$ cat config.mk
export PLATFORM = sky130hd
export DESIGN_NAME = bus_ctrl
export DESIGN_NICKNAME = d
export VERILOG_FILES = /design/src/rtl/bus_ctrl.sv
export SDC_FILE = /design/constraint.sdc
export NUM_CORES = 1
export LEC_CHECK = 0
export BUFFER_PORTS_ARGS = -buffer_cell sky130_fd_sc_hd__buf_2
export CAP_MARGIN = 20
export CORE_ASPECT_RATIO = 1.2
export CORE_MARGIN = 8
export CORE_UTILIZATION = 30
export DETAILED_ROUTE_END_ITERATION = 8
export PLACE_DENSITY_LB_ADDON = 0.2
export RECOVER_POWER = 100
export SYNTH_ARGS = -nofsm -noshare
export SYNTH_HDL_FRONTEND = slang
export SYNTH_SLANG_ARGS = --single-unit
$ cat constraint.sdc
create_clock -name CLK -period 2.35 [get_ports CLK]
set_input_delay 0 -clock CLK [delete_from_list [all_inputs] [get_ports CLK]]
set_output_delay 0 -clock CLK [all_outputs]
set_load 0.03 [all_outputs]
$ cat src/rtl/bus_ctrl.sv
// -----------------------------------------------------------------------------
// bus_ctrl
// Sits between the CPU core and external synchronous RAM. Accepts one CPU
// access at a time and either services it from the on-block I/O page
// (output port, synchronised input port, 16-bit cycle timer) or runs a RAM
// cycle with WAIT_STATES extra cycles. Completion is signalled by a single
// cycle RDY pulse.
//
// Ports:
//   CLK       - system clock, rising edge
//   R         - asynchronous active-low reset
//   REQ       - CPU access request, held until RDY
//   ADDR      - CPU address
//   DIN       - CPU write data
//   WE        - 1 = write, 0 = read, sampled with REQ
//   RDY       - one-cycle completion pulse
//   DOUT      - read data, valid with RDY and held afterwards
//   MEM_ADDR  - RAM address
//   MEM_DIN   - RAM write data
//   MEM_WE    - RAM write enable
//   MEM_DOUT  - RAM read data, valid one cycle after MEM_ADDR is stable
//   PORT_IN   - asynchronous external input pins
//   PORT_OUT  - output port register
// -----------------------------------------------------------------------------
module bus_ctrl #(
    parameter int unsigned WAIT_STATES = 2,
    parameter logic [15:0] IO_BASE     = 16'hFF00
) (
    input  logic        CLK,
    input  logic        R,
    input  logic        REQ,
    input  logic [15:0] ADDR,
    input  logic [7:0]  DIN,
    input  logic        WE,
    output logic        RDY,
    output logic [7:0]  DOUT,
    output logic [15:0] MEM_ADDR,
    output logic [7:0]  MEM_DIN,
    output logic        MEM_WE,
    input  logic [7:0]  MEM_DOUT,
    input  logic [7:0]  PORT_IN,
    output logic [7:0]  PORT_OUT
);

    typedef enum logic [1:0] {
        S_IDLE = 2'd0,
        S_RAM  = 2'd1,
        S_DONE = 2'd2
    } state_t;

    localparam logic [3:0] WS_INIT = 4'(WAIT_STATES);

    state_t      state_q;
    logic        we_q;
    logic [3:0]  cnt_q;
    logic        rdy_q;
    logic [7:0]  dout_q;
    logic [15:0] mem_addr_q;
    logic [7:0]  mem_din_q;
    logic        mem_we_q;
    logic [7:0]  port_out_q;
    logic [15:0] timer_q;
    logic        tmr_en_q;
    logic [7:0]  hi_q;
    logic [7:0]  sync1_q;
    logic [7:0]  sync2_q;

    logic        is_io_d;
    logic        io_acc_d;
    logic        tmr_clr_d;
    logic [7:0]  io_rdata_d;
    logic [15:0] timer_d;

    always_comb begin
        is_io_d    = (ADDR[15:4] == IO_BASE[15:4]);
        io_acc_d   = (state_q == S_IDLE) && REQ && is_io_d;
        tmr_clr_d  = io_acc_d && WE && (ADDR[3:0] == 4'd4) && DIN[1];

        io_rdata_d = 8'h00;
        case (ADDR[3:0])
            4'd0:    io_rdata_d = port_out_q;
            4'd1:    io_rdata_d = sync2_q;
            4'd2:    io_rdata_d = timer_q[7:0];
            4'd3:    io_rdata_d = hi_q;
            4'd4:    io_rdata_d = {7'd0, tmr_en_q};
            default: io_rdata_d = 8'h00;
        endcase

        // Clear has priority over the running increment.
        if (tmr_clr_d) begin
            timer_d = 16'h0000;
        end else if (tmr_en_q) begin
            timer_d = timer_q + 16'd1;
        end else begin
            timer_d = timer_q;
        end
    end

    always_ff @(posedge CLK or negedge R) begin
        if (!R) begin
            state_q    <= S_IDLE;
            we_q       <= 1'b0;
            cnt_q      <= 4'd0;
            rdy_q      <= 1'b0;
            dout_q     <= 8'h00;
            mem_addr_q <= 16'h0000;
            mem_din_q  <= 8'h00;
            mem_we_q   <= 1'b0;
            port_out_q <= 8'h00;
            timer_q    <= 16'h0000;
            tmr_en_q   <= 1'b0;
            hi_q       <= 8'h00;
            sync1_q    <= 8'h00;
            sync2_q    <= 8'h00;
        end else begin
            sync1_q <= PORT_IN;
            sync2_q <= sync1_q;
            timer_q <= timer_d;

            case (state_q)
                S_IDLE: begin
                    rdy_q <= 1'b0;
                    if (REQ) begin
                        we_q <= WE;
                        if (is_io_d) begin
                            // I/O is serviced at the acceptance edge itself.
                            if (WE) begin
                                if (ADDR[3:0] == 4'd0) port_out_q <= DIN;
                                if (ADDR[3:0] == 4'd4) tmr_en_q   <= DIN[0];
                            end else begin
                                dout_q <= io_rdata_d;
                                if (ADDR[3:0] == 4'd2) hi_q <= timer_q[15:8];
                            end
                            rdy_q   <= 1'b1;
                            state_q <= S_DONE;
                        end else begin
                            mem_addr_q <= ADDR;
                            mem_din_q  <= DIN;
                            cnt_q      <= WS_INIT;
                            // With no wait states the first RAM cycle is also the last.
                            mem_we_q   <= WE && (WS_INIT == 4'd0);
                            state_q    <= S_RAM;
                        end
                    end
                end
                S_RAM: begin
                    if (cnt_q == 4'd0) begin
                        mem_we_q <= 1'b0;
                        if (!we_q) dout_q <= MEM_DOUT;
                        rdy_q    <= 1'b1;
                        state_q  <= S_DONE;
                    end else begin
                        cnt_q    <= cnt_q - 4'd1;
                        // Registered so it is high exactly during the cnt==0 cycle.
                        mem_we_q <= we_q && (cnt_q == 4'd1);
                    end
                end
                S_DONE: begin
                    rdy_q   <= 1'b0;
                    state_q <= S_IDLE;
                end
                default: begin
                    rdy_q   <= 1'b0;
                    state_q <= S_IDLE;
                end
            endcase
        end
    end

    assign RDY      = rdy_q;
    assign DOUT     = dout_q;
    assign MEM_ADDR = mem_addr_q;
    assign MEM_DIN  = mem_din_q;
    assign MEM_WE   = mem_we_q;
    assign PORT_OUT = port_out_q;

endmodule

**After elaboration in Yosys (flattened, before gate mapping)**

Cells that the tools add are included.

- Add/subtract/negate cells: 2
- Equality and inequality tests: 14
- Multiplexer cells: 25
- Bitwise operators: 2
- Reductions and logical operators: 20

Operator list:

| operator | count |
|---|---|
| $mux 8 | 5 |
| $pmux 8 s5 | 1 |
| $mux 16 | 2 |
| $add 16x1->16 const B | 1 |
| $pmux 8 s2 | 1 |
| $reduce_and 5->1 | 3 |
| $ne 2x2->1 const B | 7 |
| $eq 12x12->1 const B | 1 |
| $mux 4 | 3 |
| $eq 4x1->1 const B | 2 |
| $eq 4x2->1 const B | 2 |
| $logic_not 4->1 | 2 |
| $pmux 4 s2 | 1 |
| $logic_and 1x1->1 | 6 |
| $mux 1 | 6 |
| $mux 2 | 3 |
| $reduce_and 3->1 | 2 |
| $reduce_and 6->1 | 1 |
| $eq 4x3->1 const B | 1 |
| $pmux 1 s2 | 2 |
| $pmux 2 s2 | 1 |
| $reduce_and 2->1 | 2 |
| $reduce_and 4->1 | 1 |
| $reduce_bool 2->1 | 2 |
| 4 further kinds | 5 |

- Register bits: 90
- Input bits: 44
- Output and inout bits: 42
- Word-level logic and storage cells: 77

**Logic depth before layout (Yosys ltp)**

- Word-level depth: 7
- Depth in mapped cells: 6
- Mapped depth without buffers: 6

**Worst setup path after synthesis**

Ideal clock, no wire load.

- Path kind: reg-to-reg
- Start: reg state_q[1]
- End: reg hi_q[0]
- Library setup time: 0.125 ns
- Arrival time: 1.973 ns
- Required time: 2.225 ns
- Path slack: 0.253 ns
- Cell stages (with the launch flop): 6
- Path buffers: 1
- Period minus slack after synthesis: 2.097 ns
- Cell sequence: dfrtp_1 > nor3b_1 > or4b_1 > buf_6 > nor3_4 > mux2_2

- Word-level cells in the longest chain between the ends: 2

Ends and longest elaborated chain:

| what | RTL line | RTL |
|---|---|---|
| start, declared | 53 | `state_t state_q;` |
| start signal, assigned | 101 | `state_q <= S_IDLE;` |
| start signal, assigned | 135 | `state_q <= S_DONE;` |
| start signal, assigned | 142 | `state_q <= S_RAM;` |
| $logic_not 2->1 | 120 | `case (state_q)` |
| $reduce_and 5->1 (no line) | n/a |  |
| end signal, assigned | 132 | `if (ADDR[3:0] == 4'd2) hi_q <= timer_q[15:8];` |
| end, declared | 64 | `logic [7:0] hi_q;` |

Every way passes these cells.
A chain may end at the register's enable or synchronous reset.

**Worst setup path after layout**

- Start: reg state_q[1]
- End: reg port_out_q[4], in the netlist PORT_OUT[4]

- Word-level cells in the longest chain between the ends: 2

Ends and longest elaborated chain:

| what | RTL line | RTL |
|---|---|---|
| $logic_not 2->1 | 120 |  |
| $reduce_and 5->1 (no line) | n/a |  |
| end signal, assigned | 109 | `port_out_q <= 8'h00;` |
| end signal, assigned | 128 | `if (ADDR[3:0] == 4'd0) port_out_q <= DIN;` |
| end, declared | 61 | `logic [7:0] port_out_q;` |

Every way passes these cells.

==> results.toml <==
[floorplan]
die_w_um = 119
core_um2 = 12600
rows = 45
dieArea_um2 = 16700
io_pins = 86
start_util = 0.305
die_h_um = 140

[cells_and_area]
nets = 474
areaGrowthSynthToFinish_pct = 33.0
antennaDiodeCount = 0
nFillCells = 1248
fin_cells = 595
drive_gt1_frac = 0.285

[logic_synthesis]
synth_most_common_cell = "dfrtp_1"
synth_xor_area_frac = 0.0364
synth_edf_count = 0
synth.avg_cell_area_um2 = 12.9
synth.top_cells.by_count = "dfrtp_1, mux2_2, nor2_1"
synth_top_family_by_area = "multiplexers"
synth_adder_area_share = 0.00975
async_reset_ff_frac = 1.00
synthFlopType = "dfrtp_1"
synth-seq-cells = 90
synth_cells = 298
yosysUniqueCellTypes = 41
syn_area_um2 = 3850
ys_top_cells_by_area = "dfrtp_1, mux2_2, mux2i_1"
synth.area.mux_share = 0.180
ys_warn_count = 0
synth_top_area_frac = 0.585
seq_area_frac_synth = 0.585
yosys.area.top_type = "dfrtp_1"
syn-num-nets = 345
yosys.area_share.simple = 0.115
synth-compound-area-share = 0.0474

[critical_path]
cp.arrival_ns = 2.34
cpMaxStageDelayCell = "or4b_1"
r2r.worst_path.cells = 6
endpoint_kind = "flop"
crit_fanout = 7
max_stage_delay_ns = 0.46
crit_type = "flop to flop"
worstPathRequired_ns = 2.57
crit_path_start_kind = "flop"
crit_chain = "nor3b_1, or4b_1, buf_4, nor3_4, buf_12, mux2_2"

[routing]
drt-pass1-iter-count = 4
met3_length_um = 497
highest_layer = "met4"
wl_um = 9800
drtAntennaViolNets = 0
vias = 2747
post_drt_wl_per_cell_um = 16.5
drc_errors = 0
wl_met1_um = 4150
post_drt_via_cell_ratio = 4.62
wl_met2_um = 5010
first_iter_violations = 133

[timing]
fin_crit_sh = 0.902
finalSetupTns_ns = 0
skew_ns = 0.00562
finalHoldViolCount = 0
worst_pin_slew_ns = 1.01
finalSetupViolCount = 0
finalCriticalPeriod_ns = 2.12
drv_slew = 0
max_freq_mhz = 472
grt_setup_unrepaired = "false"
slew_headroom = 0.330

[place]
dp_cells = 544
post-dp-hpwl_um = 7130
portBuffers = 85
globalplace.congestion = 0.739

[clock_network]
cts_made_buffers = 9
cts_max_path_buffers = 2
cts_root_buffer = "clkbuf_16"
cts_tree = "done"
cts_resized = 0
path_clk_slew_ns = 0.07
clk_latency_ns = 0.34
htree_levels = 3
cts_sinks = 90

[power]
p_leak_nw = 2.20
powerDensity_nw_per_um2 = 1050
p_total_w = 0.00539
ir_drop_mv = 0.513

[global_route]
grt_pass1_wl_um = 16100
grt_max_degree = 51
overflow = 0
first_global_vias = 3005
antenna_found_initial = 0
grt_util_all_layers = 0.121

[run_status]
outcome = "completed"

[hold_path]
worstHoldPathCells = 3
hold_class = "primary input to flop"

[flow_run]
cap_violations = 0
[report_power, final]
group | switching, W | internal [W] | leakage [nW]
Combinational | 0.00118 | 0.000665 | 1.01
Clock | 0.000598 | 0.000819 | 0.134
Sequential | 0.000214 | 0.00191 | 1.06
Total | 0.00199 | 0.00340 | 2.20
[final cells by class]
cell class                 count  area [um^2]  share of cell area
clock buffer                   9          225              0.0440
multi-input combinational    183         1480               0.290
tap                          164          205              0.0401
sequential                    90         2250               0.440
timing repair buffer         132          846               0.165
inverter                      11         41.3             0.00806
clock inverter                 6         66.3              0.0130
[worst max-delay path, delay by kind of cell (launching register included)]
kind	cells	cell delay, ns
DFF	1	0.40
and+or+nand+nor	3	0.92
buffers and inverters	2	0.35
muxes	1	0.33
[worst paths after layout]
| check | slack, ns | end | startpoint |
|---|---|---|---|
| worst min-delay path | 0.003 | DOUT[4] | MEM_DOUT[4] |
| worst max-delay path | 0.23 | PORT_OUT[4] | state_q[1] |
| worst min register to register | 0.35 | sync2_q[1] | sync1_q[1] |
| min in group asynchronous | 0.37 | MEM_ADDR[15] | R |
| max in group asynchronous | 0.65 | timer_q[9] | R |
| worst max register to register | 0.23 | PORT_OUT[4] | state_q[1] |
[through the flow]
stage	util	hold slack (ns)	area (um^2)	worst slack, ns
after floorplan	-	-0.296	3850	0.253
after global placement	0.360	0.0222	4540	0.0815
after detailed placement	0.360	0.0219	4540	0.0639
after CTS	0.411	0.00352	5180	0.137
after global routing	0.406	0.0239	5120	0.0672
final	0.406	0.00270	5120	0.231
[what timing repair did]
action                                  in CTS  in global routing
endpoints found under the hold margin       83                  0
hold buffers                                35                  0
setup buffers                                0                  1
endpoints found under the setup margin       0                  8
[cell usage in the layout (no fill, tap or decap), types with 2 or more instances in the layout]
cell type,instances
o31ai_1,2
buf_2,42
mux2i_1,14
nand4_1,7
clkbuf_1,42
dfrtp_1,90
buf_12,3
nor3b_1,2
dlygate4sd3_1,35
xnor2_1,8
nand3_1,16
buf_4,6
o21ai_0,8
nor3_1,6
clkinvlp_4,3
nor4_1,4
a22o_1,2
a222oi_1,5
nand2_1,10
xor2_1,8
nor2_1,22
clkbuf_2,3
mux2_2,45
clkbuf_16,9
mux4_2,2
and4_1,2
ha_1,3
inv_1,11
[registers in the layout, indices dropped and copies added (netlist names), 2 cells and up]
| signal | count |
|---|---|
| PORT_OUT | 8 |
| cnt_q | 4 |
| state_q | 2 |
| MEM_ADDR | 16 |
| MEM_DIN | 8 |
| hi_q | 8 |
| DOUT | 8 |
| timer_q | 16 |
| sync2_q | 8 |
| sync1_q | 8 |
[cells by family after synthesis]
family          Yosys count
fa+ha+maj                 3
simple gates             80
mux                      61
buf+inv                  25
flops                    90
compound gates           23
xor+xnor                 16
[layer usage]
layer  GRT usage  vias up
met5           0        -
met1       0.144     1343
met3      0.0314        8
li1            -     1330
met4      0.0428        0
met2       0.206       66
Power figures use the tool's default switching activity.
